--- config.mk ---
export PLATFORM = sky130hd
export DESIGN_NAME = pipe_skid_reg
export DESIGN_NICKNAME = d
export VERILOG_FILES = /design/src/rtl/pipe_skid_reg_pkg.sv /design/src/rtl/pipe_skid_reg_sat_counter.sv /design/src/rtl/pipe_skid_reg.sv
export SDC_FILE = /design/constraint.sdc
export NUM_CORES = 1
export LEC_CHECK = 0
export BUFFER_PORTS_ARGS = -buffer_cell sky130_fd_sc_hd__buf_4
export CAP_MARGIN = 20
export CORE_ASPECT_RATIO = 0.6
export CORE_MARGIN = 4
export CORE_UTILIZATION = 50
export CTS_CLUSTER_DIAMETER = 120
export DETAILED_ROUTE_END_ITERATION = 8
export GPL_ROUTABILITY_DRIVEN = 0
export PLACE_DENSITY = 0.84
export SYNTH_ARGS = -nofsm -noshare
export SYNTH_HDL_FRONTEND = slang
export SYNTH_SLANG_ARGS = --single-unit
--- constraint.sdc ---
create_clock -name clk -period 8.18 [get_ports clk]
set_input_delay 0.409 -clock clk [delete_from_list [all_inputs] [get_ports clk]]
set_output_delay 0.409 -clock clk [all_outputs]
set_load 0.01 [all_outputs]
--- src/rtl/pipe_skid_reg_pkg.sv ---
// Shared pipeline definitions: skid-buffer state, payload types and stage-buffer struct widths.
package defs;

  typedef enum logic [1:0] {
    EMPTY = 2'd0,
    ONE   = 2'd1,
    TWO   = 2'd2
  } skid_state_t;

  typedef logic [31:0] data_t;
  typedef logic        enable_t;

  // Stage-buffer payloads; each stage buffer sets WIDTH to the matching *_W.
  typedef struct packed {
    data_t pc;
    data_t instr;
  } if_id_t;

  typedef struct packed {
    data_t   pc;
    data_t   rs1_val;
    data_t   rs2_val;
    logic [4:0] rd;
    enable_t wb_en;
  } id_ex_t;

  typedef struct packed {
    data_t   alu_res;
    data_t   st_data;
    logic [4:0] rd;
    enable_t mem_en;
    enable_t wb_en;
  } ex_mem_t;

  typedef struct packed {
    data_t   wb_data;
    logic [4:0] rd;
    enable_t wb_en;
  } mem_wb_t;

  localparam int IF_ID_W  = $bits(if_id_t);
  localparam int ID_EX_W  = $bits(id_ex_t);
  localparam int EX_MEM_W = $bits(ex_mem_t);
  localparam int MEM_WB_W = $bits(mem_wb_t);

endpackage

--- src/rtl/pipe_skid_reg_sat_counter.sv ---
// Saturating up-counter with synchronous clear (clear wins over increment).
module sat_counter #(
  parameter int CNT_W = 16
) (
  input  logic             clk,
  input  logic             rst_n,
  input  logic             inc,
  input  logic             clr,
  output logic [CNT_W-1:0] cnt_o
);

  logic [CNT_W-1:0] r_cnt;

  always_ff @(posedge clk or negedge rst_n) begin
    if (!rst_n)                       r_cnt <= '0;
    else if (clr)                     r_cnt <= '0;
    else if (inc && (r_cnt != '1))    r_cnt <= r_cnt + CNT_W'(1);
  end

  assign cnt_o = r_cnt;

endmodule

--- src/rtl/pipe_skid_reg.sv ---
// Pipeline stage buffer: 2-entry skid (registered ready) or 1-entry pass stage,
// with flush, occupancy and a saturating backpressure counter.
module pipe_skid_reg
  import defs::*;
#(
  parameter int WIDTH = 32,
  parameter int SKID  = 1,
  parameter int CNT_W = 16
) (
  input  logic             clk,
  input  logic             rst_n,
  input  logic             valid_i,
  input  logic [WIDTH-1:0] data_i,
  output logic             ready_o,
  output logic             valid_o,
  output logic [WIDTH-1:0] data_o,
  input  logic             ready_i,
  input  logic             flush_i,
  input  logic             cnt_clr_i,
  output logic [1:0]       occ_o,
  output logic [CNT_W-1:0] stall_cnt_o
);

  skid_state_t      r_state, w_nxt;
  logic [WIDTH-1:0] r_main, r_skid;
  logic             w_in_fire, w_out_fire;
  logic             w_ld_main, w_ld_skid, w_sel_skid;
  logic             w_stall;

  assign valid_o = (r_state != EMPTY);
  assign occ_o   = r_state;
  assign data_o  = r_main;

  if (SKID != 0) begin : g_skid
    assign ready_o = (r_state != TWO);
  end else begin : g_pass
    assign ready_o = ready_i | ~valid_o;
  end

  assign w_in_fire  = valid_i & ready_o;
  assign w_out_fire = valid_o & ready_i;

  always_comb begin
    w_nxt      = r_state;
    w_ld_main  = 1'b0;
    w_ld_skid  = 1'b0;
    w_sel_skid = 1'b0;
    case (r_state)
      EMPTY: if (w_in_fire) begin
        w_nxt     = ONE;
        w_ld_main = 1'b1;
      end
      ONE: begin
        if (w_in_fire) begin
          // Only the skid variant can accept while downstream is stalled.
          if ((SKID != 0) && !ready_i) begin
            w_nxt     = TWO;
            w_ld_skid = 1'b1;
          end else begin
            w_ld_main = 1'b1;
          end
        end else if (w_out_fire) begin
          w_nxt = EMPTY;
        end
      end
      TWO: if (w_out_fire) begin
        w_nxt      = ONE;
        w_ld_main  = 1'b1;
        w_sel_skid = 1'b1;
      end
      default: w_nxt = EMPTY;
    endcase
    if (flush_i) begin
      w_nxt     = EMPTY;
      w_ld_main = 1'b0;
      w_ld_skid = 1'b0;
    end
  end

  always_ff @(posedge clk or negedge rst_n) begin
    if (!rst_n) r_state <= EMPTY;
    else        r_state <= w_nxt;
  end

  // Payload is never reset; it is only meaningful while the state says so.
  always_ff @(posedge clk) begin
    if (w_ld_main) r_main <= w_sel_skid ? r_skid : data_i;
    if (w_ld_skid) r_skid <= data_i;
  end

  assign w_stall = valid_o & ~ready_i;

  sat_counter #(.CNT_W(CNT_W)) u_stall_cnt (
    .clk   (clk),
    .rst_n (rst_n),
    .inc   (w_stall),
    .clr   (cnt_clr_i),
    .cnt_o (stall_cnt_o)
  );

endmodule

# [Word-level counts from Yosys, hierarchy flattened]
# Index checks and enable logic that the tools add are counted.
[totals] memories=0 mem_bits_rw=0 rom_bits=0 latch_bits=0 wordCells=43 register_bits=82
[op_classes] bitwise=4 add_sub_neg=1 n_shift=0 mul=0 magnitude_cmp=0 div=0 mux=21 reduce_logical=5 eq_ne=8
[ops] op="two-way mux 16 bit" n=2
[ops] op="two-way mux 32 bit" n=1
[ops] op="adder 16 x 1 -> 16 bit (second input constant)" n=1
[ops] op="inequality test 16 bit (second input constant)" n=1
[ops] op="two-way mux 2 bit" n=6
[ops] op="two-way mux 1 bit" n=10
[ops] op="inequality test 4 bit (second input constant)" n=2
[ops] op="inequality test 3 bit (second input constant)" n=2
[ops] op="case mux 2 bit (3 select lines)" n=1
[ops] op="AND reduction 4 bit" n=1
[ops] op="nonzero test 2 bit" n=2
[ops] op="AND 1 bit" n=3
[ops] op="case mux 1 bit (3 select lines)" n=1
[ops] op="equality test 2 x 1 -> 1 bit (second input constant)" n=1
[ops] op="equality test 2 bit (second input constant)" n=1
[ops] op="logical NOT 2 bit" n=1
[ops] op="inequality test 2 bit (second input constant)" n=1
[ops] op="logical AND 1 bit" n=1
[ops] op="NOT 1 bit" n=1

# [Logic depth before layout (Yosys ltp)]
# Gate-level depths: netlist (run 1).
[depth] ltp_word=6 mapped_depth=7

# [By module]
# From an unflattened synthesis (run 1), not the netlist that was laid out.
[unflattened] cells_unflattened=214 hier_area_um2=3522.1
[by_module_without_submodules] module="pipe_skid_reg" seq_area_each_um2=1971.9 cells_per_inst=116 area_per_inst_um2=2580.0 instances=1
[by_module_without_submodules] module="sat_counter" seq_area_each_um2=400.4 cells_per_inst=98 area_per_inst_um2=942.2 instances=1

# [Least setup slack after synthesis (run 1)]
# Ideal clock, no wire load.
[synth_path] path_kind="register -> register" start="register r_state[1], in the netlist occ_o[1]" end="register r_skid[0], enable pin" n_path_buf=0 t_arrival_ps=2951 path_slack_ps=4768 path_stages_with_launch=4 setup_ps=461 period_less_slack_ps=3412 cell_sequence="dfrtp_1 nor2b_1 nand2_1 nor3_1"
[synth_via] elab_chain_cells=5 word_cells_on_any_way=6
[synth_lines] item="start: declaration" line_no="pipe_skid_reg.sv:24" rtl="skid_state_t r_state, w_nxt;"
[synth_lines] item="start signal: assignment" line_no="pipe_skid_reg.sv:82" rtl="else r_state <= w_nxt;"
[synth_lines] item="inequality test 2 bit" line_no="pipe_skid_reg.sv:35" rtl="assign ready_o = (r_state != TWO);"
[synth_lines] item="AND 1 bit" line_no="pipe_skid_reg.sv:40" rtl="assign w_in_fire = valid_i & ready_o;"
[synth_lines] item="two-way mux 1 bit" line_no="pipe_skid_reg.sv:54" rtl="if (w_in_fire) begin"
[synth_lines] item="two-way mux 1 bit *" line_no="pipe_skid_reg.sv:48" rtl="case (r_state)"
[synth_lines] item="two-way mux 1 bit *" line_no="pipe_skid_reg.sv:73" rtl="if (flush_i) begin"
[synth_lines] item="net w_ld_skid" line_no="pipe_skid_reg.sv:27" rtl="logic w_ld_main, w_ld_skid, w_sel_skid;"
[synth_lines] item="end signal: assignment" line_no="pipe_skid_reg.sv:88" rtl="if (w_ld_skid) r_skid <= data_i;"
[synth_lines] item="end: declaration" line_no="pipe_skid_reg.sv:25" rtl="logic [WIDTH-1:0] r_main, r_skid;"
# Mark *: on every way through the listed nets, which the timed path passes. The rest lies on a longest branch.
# A chain may end at the register's enable or synchronous reset.

# [Final worst setup path (run 1)]
[layout_path] start="register r_state[0], in the netlist occ_o[0]" end="register u_stall_cnt.r_cnt[9], in the netlist u_stall_cnt.cnt_o[9]"
[layout_via] elab_chain_cells=4
[layout_lines] item="nonzero test 2 bit" line_no="pipe_skid_reg.sv:30" rtl="assign valid_o = (r_state != EMPTY);"
[layout_lines] item="AND 1 bit" line_no="pipe_skid_reg.sv:91" rtl="assign w_stall = valid_o & ~ready_i;"
[layout_lines] item="logical AND 1 bit" line_no="pipe_skid_reg_sat_counter.sv:17" rtl="else if (inc && (r_cnt != '1)) r_cnt <= r_cnt + CNT_W'(1);"
[layout_lines] item="nonzero test 2 bit (no line)"
[layout_lines] item="end signal: assignment" line_no="pipe_skid_reg_sat_counter.sv:17"
[layout_lines] item="end: declaration" line_no="pipe_skid_reg_sat_counter.sv:12" rtl="logic [CNT_W-1:0] r_cnt;"
# Every way passes these cells.

==> flow_metrics.py, run 1 <==
metrics = {
    "worst_hold_path": {
        "min_path_cells": 1,
        "min-delay-start": "data_i[27]",
        "hold_path.class": "in -> reg",
        "hold_end": "r_skid[27]",
    },
    "floorplan": {
        "io_pins": 90,
        "initial_core_util_pct": 51.4,
        "die-area_sq_um": 8260,
        "die_w_um": 115,
        "core-area_sq_um": 6650,
        "placement_rows": 23,
        "die_h_um": 72.0,
    },
    "synthesis": {
        "syn_inst": 217,
        "synthTopCellsByCount": "64 x edfxtp_1, 32 x mux2_2, 18 x dfrtp_1",
        "synth.top_cell.area_share_pct": 56.3,
        "synth_ff_type": "edfxtp_1",
        "synthTopCellsByArea": "edfxtp_1 56%, dfrtp_1 13%, mux2_2 11%",
        "syn_area_sq_um": 3420,
        "synth_edf_count": 64,
        "async_flop_share_pct": 22.0,
        "yosysUniqueCellTypes": 41,
        "yosysTopAreaCell": "edfxtp_1",
        "syn_area_per_cell_sq_um": 15.7,
        "syn_nets": 256,
        "synth_seq_cells": 82,
        "yosysSeqAreaShare_pct": 69.5,
        "yosysWarnings": 0,
        "synth_most_common_cell": "edfxtp_1",
    },
    "placement": {
        "dp_slack_ns": 5.92,
        "place_inst": 386,
        "io_buffers": 89,
        "hpwl_um": 5090,
    },
    "cts": {
        "clock_path_buffers": 2,
        "numCtsBuffers": 9,
        "cts_tree": "yes",
        "clk_latency_ns": 0.32,
        "path_clk_slew_ns": 0.06,
        "cts-root-buf": "clkbuf_16",
        "cts_sinks": 82,
        "cts.repair.resized": 0,
        "h-tree-depth": 3,
    },
    "pwr": {
        "p_total_uw": 939,
        "p_leak_nw": 1.75,
        "p_comb_share_pct": 7.4,
        "swShare_pct": 21.1,
        "seq_power_share_pct": 50.2,
        "ir_worst_vdd_mv": 0.131,
        "intPower_uw": 741,
        "p_sw_uw": 198,
        "p_clk_share_pct": 42.4,
        "power.density_nw_per_um2": 208,
    },
    "timing": {
        "finalMaxSlewViolations": 0,
        "finClkSkew_ns": 0.00704,
        "period_share_pct": 24.2,
        "hold_violations": 0,
        "relSlewSlack_pct": 67.0,
        "post-route-min-period_ns": 1.98,
        "tns_ns": 0,
        "holdWs_ns": 0.269,
        "setup_viol": 0,
        "rsz0062_at_grt": "false",
        "fmax_mhz": 506,
        "setup_ws_ns": 6.20,
        "worst_pin_slew_ns": 0.494,
    },
    "grt": {
        "grt_max_degree": 33,
        "grt_usage_pct": 17.8,
        "grt-ovfl-total": 0,
        "first_global_vias": 2151,
        "grt_pass1_wl_um": 11300,
        "antenna_found_initial": 0,
    },
    "setup_path": {
        "critical_path_class": "reg -> reg",
        "path_max_fanout": 11,
        "crit_path_end_kind": "register",
        "cp.arrival_ns": 2.22,
        "critPathRequiredTime_ns": 8.43,
        "rr_startpoint": "occ_o[0]",
        "r2r-end": "u_stall_cnt.cnt_o[9]",
        "r2r_cells": 4,
        "rrSetupSlack_ns": 6.20,
        "start_kind": "register",
    },
    "cells_and_area": {
        "layout.nets": 352,
        "drive_above_1_share_pct": 48.1,
        "instances_no_fill": 405,
        "num_antenna_cells": 0,
        "nFillCells": 492,
        "areaGrowthSynthToFinish_pct": 31.9,
    },
    "route": {
        "detail_route.iter0.violations": 133,
        "drc": 0,
        "drtPass1Iterations": 4,
        "wl_per_cell_um": 17.6,
        "wl_um": 7150,
        "vias": 2188,
        "vias_per_cell": 5.40,
        "ant_nets": 0,
    },
    "status": {
        "status": "finished, final reports clean",
    },
    "job": {
        "cap_violations": 0,
    },
}
==> worst max path at each step <==
stage                              start  cells past startpoint  slack [ns]                     to
floorplan                       occ_o[1]                      3        4.77              r_skid[0]
global placement                 valid_i                      5        5.74             r_skid[24]
detailed placement  u_stall_cnt.cnt_o[0]                      5        5.92  u_stall_cnt.cnt_o[13]
CTS                 u_stall_cnt.cnt_o[0]                      5        5.88  u_stall_cnt.cnt_o[13]
global route                    occ_o[1]                      5        6.05             r_skid[25]
finish                          occ_o[0]                      4        6.20   u_stall_cnt.cnt_o[9]
==> power by group through the flow <==
| stage | Sequential, mW | Clock (mW) | Combinational, mW |
|---|---|---|---|
| CTS | 0.472 | 0.407 | 0.0685 |
| global route | 0.472 | 0.428 | 0.0751 |
| detailed placement | 0.480 | 0 | 0.0677 |
| finish | 0.471 | 0.398 | 0.0693 |
| floorplan | 0.485 | 0 | 0.0217 |
| global placement | 0.479 | 0 | 0.0660 |
==> final cells by class <==
cell class / count / area [sq um] / share of cell area, %
multi-input cells: 122 / 978 / 21.7
well taps: 87 / 109 / 2.42
flip-flops and latches: 82 / 2370 / 52.7
inverters: 3 / 11.3 / 0.250
clock buffers: 9 / 225 / 5.00
repair buffers: 95 / 732 / 16.3
clock inverters: 7 / 76.3 / 1.69
==> per-layer routing <==
metal / vias to the layer above / track usage [%] / share of wire, %
li1: 1034 / - / -
met1: 1072 / 26.3 / 48
met2: 78 / 26.3 / 45
met3: 4 / 5.33 / 6.6
met4: 0 / 3.91 / 0.62
met5: - / 0 / 0
==> cell usage in the layout, fill, tap and decap left out, types with 2 or more instances in the layout <==
cell	n
nand3b_1	2
clkinvlp_4	2
buf_4	92
or4_1	6
inv_1	3
nand2b_1	3
inv_6	2
nand2_1	9
nor2b_1	2
edfxtp_1	64
and3_1	2
nand4_1	3
o21ai_1	3
clkbuf_16	9
mux2_4	2
mux2_2	32
or3_1	6
nand3_1	5
nor4_2	2
dfrtp_1	18
nor2_1	5
a21oi_1	13
o21ai_0	2
o31ai_1	7
==> through the flow <==
| step | instance area, sq um | util [%] |
|---|---|---|
| after global placement | 4150 | 62.5 |
| final | 4500 | 67.8 |
| after floorplan | 3420 | - |
| after CTS | 4470 | 67.3 |
| after detailed placement | 4160 | 62.6 |
| after global routing | 4500 | 67.8 |
==> registers in the layout, indices dropped and copies added, names as in the netlist <==
signal,count
u_stall_cnt.cnt_o,16
data_o,32
r_skid,32
occ_o,2
==> worst max-delay path, cell delays in order (launching register included) <==
cell and delay (ns):
dfrtp_1 0.48, o21ba_4 0.21, nand4_1 0.41, or4_1 0.63, a21oi_1 0.16
==> cell families after synthesis <==
logic type	Yosys count	synth area share [%]
buf+inv	13	2.38
mux	34	11.4
xor+xnor	1	0.256
simple gates	53	9.78
compound gates	33	6.34
flops	82	69.5
fa+ha+maj	1	0.366
==> repair_timing <==
| action | in CTS | in global routing |
|---|---|---|
| hold buffers | 1 | 0 |
| hold endpoints to repair | 18 | 0 |
| setup buffers | 0 | 0 |
Power figures use the tool's default switching activity.
==> run 2, diff against run 1 <==
clock period = 2.06 ns   (was 8.18 ns; I/O delays follow)
==> run 2 against run 1 <==
Compared with the run above:
- clock power rose to 4.0 times the previous value
- fmax fell by 0.14%
- worst setup slack got worse by 6.1 ns
- die area did not move
- global-route usage rose by 1.7 points
- register-to-register slack got worse by 6.1 ns
- routed wire length rose by 7.9%
- total power rose to 4.0 times the previous value
- sequential share of layout area fell by 3.9 points
- highest routed layer unchanged
==> flow_metrics.py, run 2 (synthesis results as in run 1) <==
metrics = {
    "timing": {
        "setup_viol": 0,
        "finClkSkew_ns": 0.00377,
        "relSlewSlack_pct": 70.2,
        "finalMaxSlewViolations": 0,
        "worst_pin_slew_ns": 0.447,
        "period_share_pct": 96.1,
        "fmax_mhz": 505,
        "hold_violations": 0,
        "tns_ns": 0,
        "rsz0062_at_grt": "false",
        "post-route-min-period_ns": 1.98,
        "holdWs_ns": 0.0155,
    },
    "setup_path": {
        "path_max_fanout": 19,
        "cp.arrival_ns": 2.23,
        "crit_path_end": "u_stall_cnt.cnt_o[9]",
        "worstSetupStartpoint": "u_stall_cnt.cnt_o[0]",
        "rrSetupSlack_ns": 0.08,
        "crit_path_end_kind": "register",
        "crit_cells": 6,
        "critPathMaxStageDelay_ns": 0.51,
        "worst_path_max_delay_cell": "or4_1",
        "critical_path_class": "reg -> reg",
        "rr_startpoint": "u_stall_cnt.cnt_o[0]",
        "crit_family": "simple AND/OR/NAND/NOR gates",
        "start_kind": "register",
        "path_cells": "ha_1 > nand4_1 > nor4_4 > buf_4 > or4_1 > a21oi_1",
        "critPathRequiredTime_ns": 2.31,
        "r2r-end": "u_stall_cnt.cnt_o[9]",
        "path_buf_inv": 1,
        "r2r_cells": 6,
    },
    "grt": {
        "first_global_vias": 2346,
        "grt-ovfl-total": 0,
        "grt_pass1_wl_um": 12100,
        "grt_usage_pct": 19.5,
        "grt_max_degree": 33,
        "antenna_found_initial": 0,
    },
    "pwr": {
        "ir_worst_vdd_mv": 0.455,
        "p_leak_nw": 1.90,
        "power.density_nw_per_um2": 780,
    },
    "floorplan": {
        "initial_core_util_pct": 51.4,
        "core-area_sq_um": 6650,
        "placement_rows": 23,
        "die_w_um": 115,
        "io_pins": 90,
        "die_h_um": 72.0,
        "die-area_sq_um": 8260,
    },
    "cells_and_area": {
        "final_cell_mix": "91 x buf_4, 64 x edfxtp_1, 34 x dlygate4sd3_1",
        "layout.nets": 385,
        "num_antenna_cells": 0,
        "drive_above_1_share_pct": 43.3,
        "final_common_cell": "buf_4",
        "areaGrowthSynthToFinish_pct": 42.3,
        "nFillCells": 442,
        "final_area_sq_um": 4860,
    },
    "worst_hold_path": {
        "hold_path.class": "in -> reg",
        "min-delay-start": "ready_i",
    },
    "placement": {
        "io_buffers": 89,
        "dpl_cell_area_sq_um": 4220,
        "hpwl_um": 5190,
    },
    "status": {
        "status": "finished, final reports clean",
    },
    "route": {
        "drtPass1Iterations": 4,
        "drc": 0,
        "wl_per_cell_um": 17.6,
        "vias_per_cell": 5.44,
        "vias": 2384,
        "wl_um": 7710,
        "ant_nets": 0,
        "detail_route.iter0.violations": 154,
    },
    "cts": {
        "cts-root-buf": "clkbuf_16",
        "cts_sinks": 82,
        "clock_path_buffers": 2,
        "clk_latency_ns": 0.33,
        "cts_tree": "yes",
        "path_clk_slew_ns": 0.06,
        "cts_setup_buffers": 0,
        "numCtsBuffers": 9,
        "h-tree-depth": 3,
    },
    "job": {
        "cap_violations": 0,
    },
}
-- run 2: changes by cell type in the layout (fill, tap and decap cells not counted), sizes merged --
cell	before	now
clkinvlp	2	1
dlygate4sd3	1	34
inv	5	6
-- run 2: timing repair --
action	CTS	global route
gates resized for setup	0	0
endpoints found under the hold margin	52	0
hold buffers	34	0
-- run 2: area by class of cell --
class / count / area, sq um / share of cell area [%]
clock buffers: 9 / 225 / 4.63
clock inverters: 7 / 75.1 / 1.54
inverters: 3 / 11.3 / 0.232
multi-input cells: 122 / 985 / 20.3
flip-flops and latches: 82 / 2370 / 48.8
well taps: 87 / 109 / 2.24
repair buffers: 128 / 1080 / 22.3
-- run 2: worst min path at each step --
stage,to,cells past startpoint
after floorplan,occ_o[0],0
after global placement,u_stall_cnt.cnt_o[7],1
after detailed placement,u_stall_cnt.cnt_o[7],1
after CTS,occ_o[1],2
after global routing,occ_o[1],2
final,occ_o[1],2
-- run 2: worst reg2reg max path, stage by stage (launching register included) --
cell,delay (ns)
dfrtp_1,0.44
ha_1,0.28
nand4_1,0.21
nor4_4,0.08
buf_4,0.21
or4_1,0.52
a21oi_1,0.17
-- run 2: layer usage --
| layer | global-route usage (%) | vias to the layer above | part of all wire (%) |
|---|---|---|---|
| met1 | 26.7 | 1159 | 44 |
| met2 | 30.3 | 106 | 47 |
| met5 | 0 | - | 0 |
| met3 | 6.00 | 10 | 7.9 |
| met4 | 6.38 | 0 | 1.1 |
| li1 | - | 1109 | - |
-- run 2: where the power goes --
part	leakage, nW	internal, mW	switching, mW
Combinational	0.916	0.186	0.142
Sequential	0.839	1.85	0.0221
Clock	0.146	0.948	0.645
Total	1.90	2.99	0.809
-- run 2: stage by stage --
step / power, mW / util [%] / setup WS, ns / cells
finish: 3.79 / 73.1 / 0.0808 / 438
global placement: 2.17 / 63.5 / 0.237 / 388
detailed placement: 2.18 / 63.5 / 0.110 / 388
global route: 3.94 / 73.1 / 0.0128 / 438
CTS: 3.84 / 73.1 / 0.101 / 438
floorplan: 2.01 / - / 0.0838 / 217
==> run 3, diff against run 2 <==
CORE_UTILIZATION = 52   (was 50)
PLACE_DENSITY = 0.87   (was 0.84)
==> run 3 against run 2 <==
Compared with the run above:
- worst setup slack improved by 0.0079 ns
- utilization increased by 4.1 points
- final cell count increased by 0.91%
- largest power group unchanged
==> flow_metrics.py, run 3 (synthesis results as in run 1) <==
metrics = {
    "timing": {
        "tns_ns": 0,
        "finClkSkew_ns": 0.0101,
        "worst_pin_slew_ns": 0.452,
        "period_share_pct": 95.7,
        "setup_viol": 0,
        "setup_ws_ns": 0.0887,
        "hold_violations": 0,
        "post-route-min-period_ns": 1.97,
        "finalMaxSlewViolations": 0,
        "fmax_mhz": 507,
        "relSlewSlack_pct": 69.8,
        "rsz0062_at_grt": "false",
    },
    "cells_and_area": {
        "drive_above_1_share_pct": 44.1,
        "final_cell_mix": "97 x buf_4, 64 x edfxtp_1, 35 x dlygate4sd3_1",
        "final_common_cell": "buf_4",
        "areaGrowthSynthToFinish_pct": 41.3,
        "layout.nets": 392,
        "num_antenna_cells": 0,
    },
    "pwr": {
        "intPower_mw": 2.73,
        "seq_power_share_pct": 53.3,
        "p_comb_share_pct": 9.7,
        "p_sw_uw": 770,
        "p_leak_nw": 1.90,
        "swShare_pct": 22.0,
        "ir_worst_vdd_mv": 0.482,
        "p_clk_share_pct": 37.0,
        "power.density_nw_per_um2": 725,
    },
    "setup_path": {
        "critical_path_class": "reg -> reg",
        "critPathRequiredTime_ns": 2.28,
        "cp.arrival_ns": 2.20,
        "worst_path_max_delay_cell": "dfrtp_1",
        "crit_cells": 6,
        "critPathMaxStageDelay_ns": 0.42,
        "crit_path_end_kind": "register",
        "path_buf_inv": 1,
        "crit_family": "simple AND/OR/NAND/NOR gates",
        "start_kind": "register",
        "r2r_cells": 6,
        "path_cells": "ha_1 > nand4_1 > nor4_4 > buf_4 > nor4_2 > mux2_4",
        "path_max_fanout": 6,
        "rrSetupSlack_ns": 0.09,
    },
    "cts": {
        "clk_latency_ns": 0.35,
        "cts-root-buf": "clkbuf_8",
        "cts_tree": "yes",
        "path_clk_slew_ns": 0.09,
        "clock_path_buffers": 2,
        "cts_sinks": 82,
        "h-tree-depth": 3,
        "numCtsBuffers": 9,
    },
    "grt": {
        "grt.met2_usage_pct": 34.6,
        "grt-ovfl-total": 0,
        "first_global_vias": 2508,
        "grt_usage_pct": 21.2,
        "busiest_layer": "met2",
        "antenna_found_initial": 0,
        "grt_pass1_wl_um": 13100,
        "grt_max_degree": 33,
        "grtUsageMet1_pct": 28.3,
        "use_met3_pct": 5.64,
    },
    "status": {
        "status": "finished, final reports clean",
    },
    "route": {
        "vias_per_cell": 5.34,
        "drtPass1Iterations": 4,
        "wl_per_cell_um": 18.3,
        "vias": 2360,
        "detail_route.iter0.violations": 82,
        "drc": 0,
        "wl_um": 8080,
        "ant_nets": 0,
    },
    "placement": {
        "io_buffers": 89,
        "dp_slack_ns": 0.0934,
        "hpwl_um": 5130,
    },
    "floorplan": {
        "die_h_um": 70.8,
        "die_w_um": 113,
        "io_pins": 90,
        "core-area_sq_um": 6250,
        "die-area_sq_um": 7970,
        "initial_core_util_pct": 54.7,
        "placement_rows": 22,
    },
    "worst_hold_path": {
        "hold_path.class": "in -> reg",
        "min_path_cells": 2,
    },
    "job": {
        "cap_violations": 0,
    },
}
==> run 3: cell types whose count changed in the layout (fill, tap and decap cells not counted), sizes merged <==
| cell | change |
|---|---|
| buf | +6 |
| bufinv | +1 |
| clkinv | -1 |
| dlygate4sd3 | +1 |
==> run 3: worst reg2reg max path, delay by kind of cell (launching register included) <==
kind	cells	cell delay (ns)
AND/OR/NAND/NOR	3	0.67
flip-flops	1	0.42
multiplexers	1	0.30
adder cells (fa/ha/maj)	1	0.25
buffers and inverters	1	0.21
==> run 3: layout make-up <==
cell class | instances | area (sq um)
Clock inverter | 7 | 100
Multi-Input combinational cell | 122 | 985
Sequential cell | 82 | 2370
Clock buffer | 9 | 124
Timing Repair Buffer | 135 | 1130
Inverter | 3 | 11.3
Fill cell | 366 | 1420
Tap cell | 84 | 105
==> run 3: timing repair <==
action	4_1_cts	5_1_grt
setup buffers	0	1
hold buffers	35	0
endpoints found under the setup margin	0	3
hold endpoints to repair	52	0
gates resized for setup	0	1
==> run 3: final timing paths <==
check | startpoint | end
min in group asynchronous | rst_n | u_stall_cnt.cnt_o[7]
max reg2reg | u_stall_cnt.cnt_o[0] | u_stall_cnt.cnt_o[13]
min | cnt_clr_i | u_stall_cnt.cnt_o[15]
max in group asynchronous | rst_n | u_stall_cnt.cnt_o[12]
max | u_stall_cnt.cnt_o[0] | u_stall_cnt.cnt_o[13]
min reg2reg | r_skid[28] | data_o[28]
==> run 3: routing by layer <==
layer	vias up	wire [um]
met4	0	98
li1	1115	-
met1	1156	3470
met2	77	4080
met5	-	0
met3	12	431
==> run 3: power by group through the flow <==
| stage | logic [mW] | clock network [mW] | registers, mW |
|---|---|---|---|
| floorplan | 0.0906 | 0 | 1.92 |
| CTS | 0.337 | 1.32 | 1.87 |
| detailed placement | 0.281 | 0 | 1.90 |
| global placement | 0.272 | 0 | 1.90 |
| finish | 0.341 | 1.29 | 1.87 |
| global route | 0.367 | 1.41 | 1.87 |
==> run 3: through the flow <==
step | util (%) | std cells | hold slack [ns] | area [sq um] | total power, mW
6_report | 77.3 | 442 | 0.0703 | 4830 | 3.50
5_1_grt | 77.3 | 442 | 0.0603 | 4830 | 3.65
4_1_cts | 77.1 | 441 | 0.0469 | 4820 | 3.52
3_5_place_dp | 67.9 | 390 | -0.0188 | 4240 | 2.18
3_3_place_gp | 67.9 | 390 | -0.0116 | 4240 | 2.17
2_1_floorplan | - | 217 | -0.193 | 3440 | 2.01
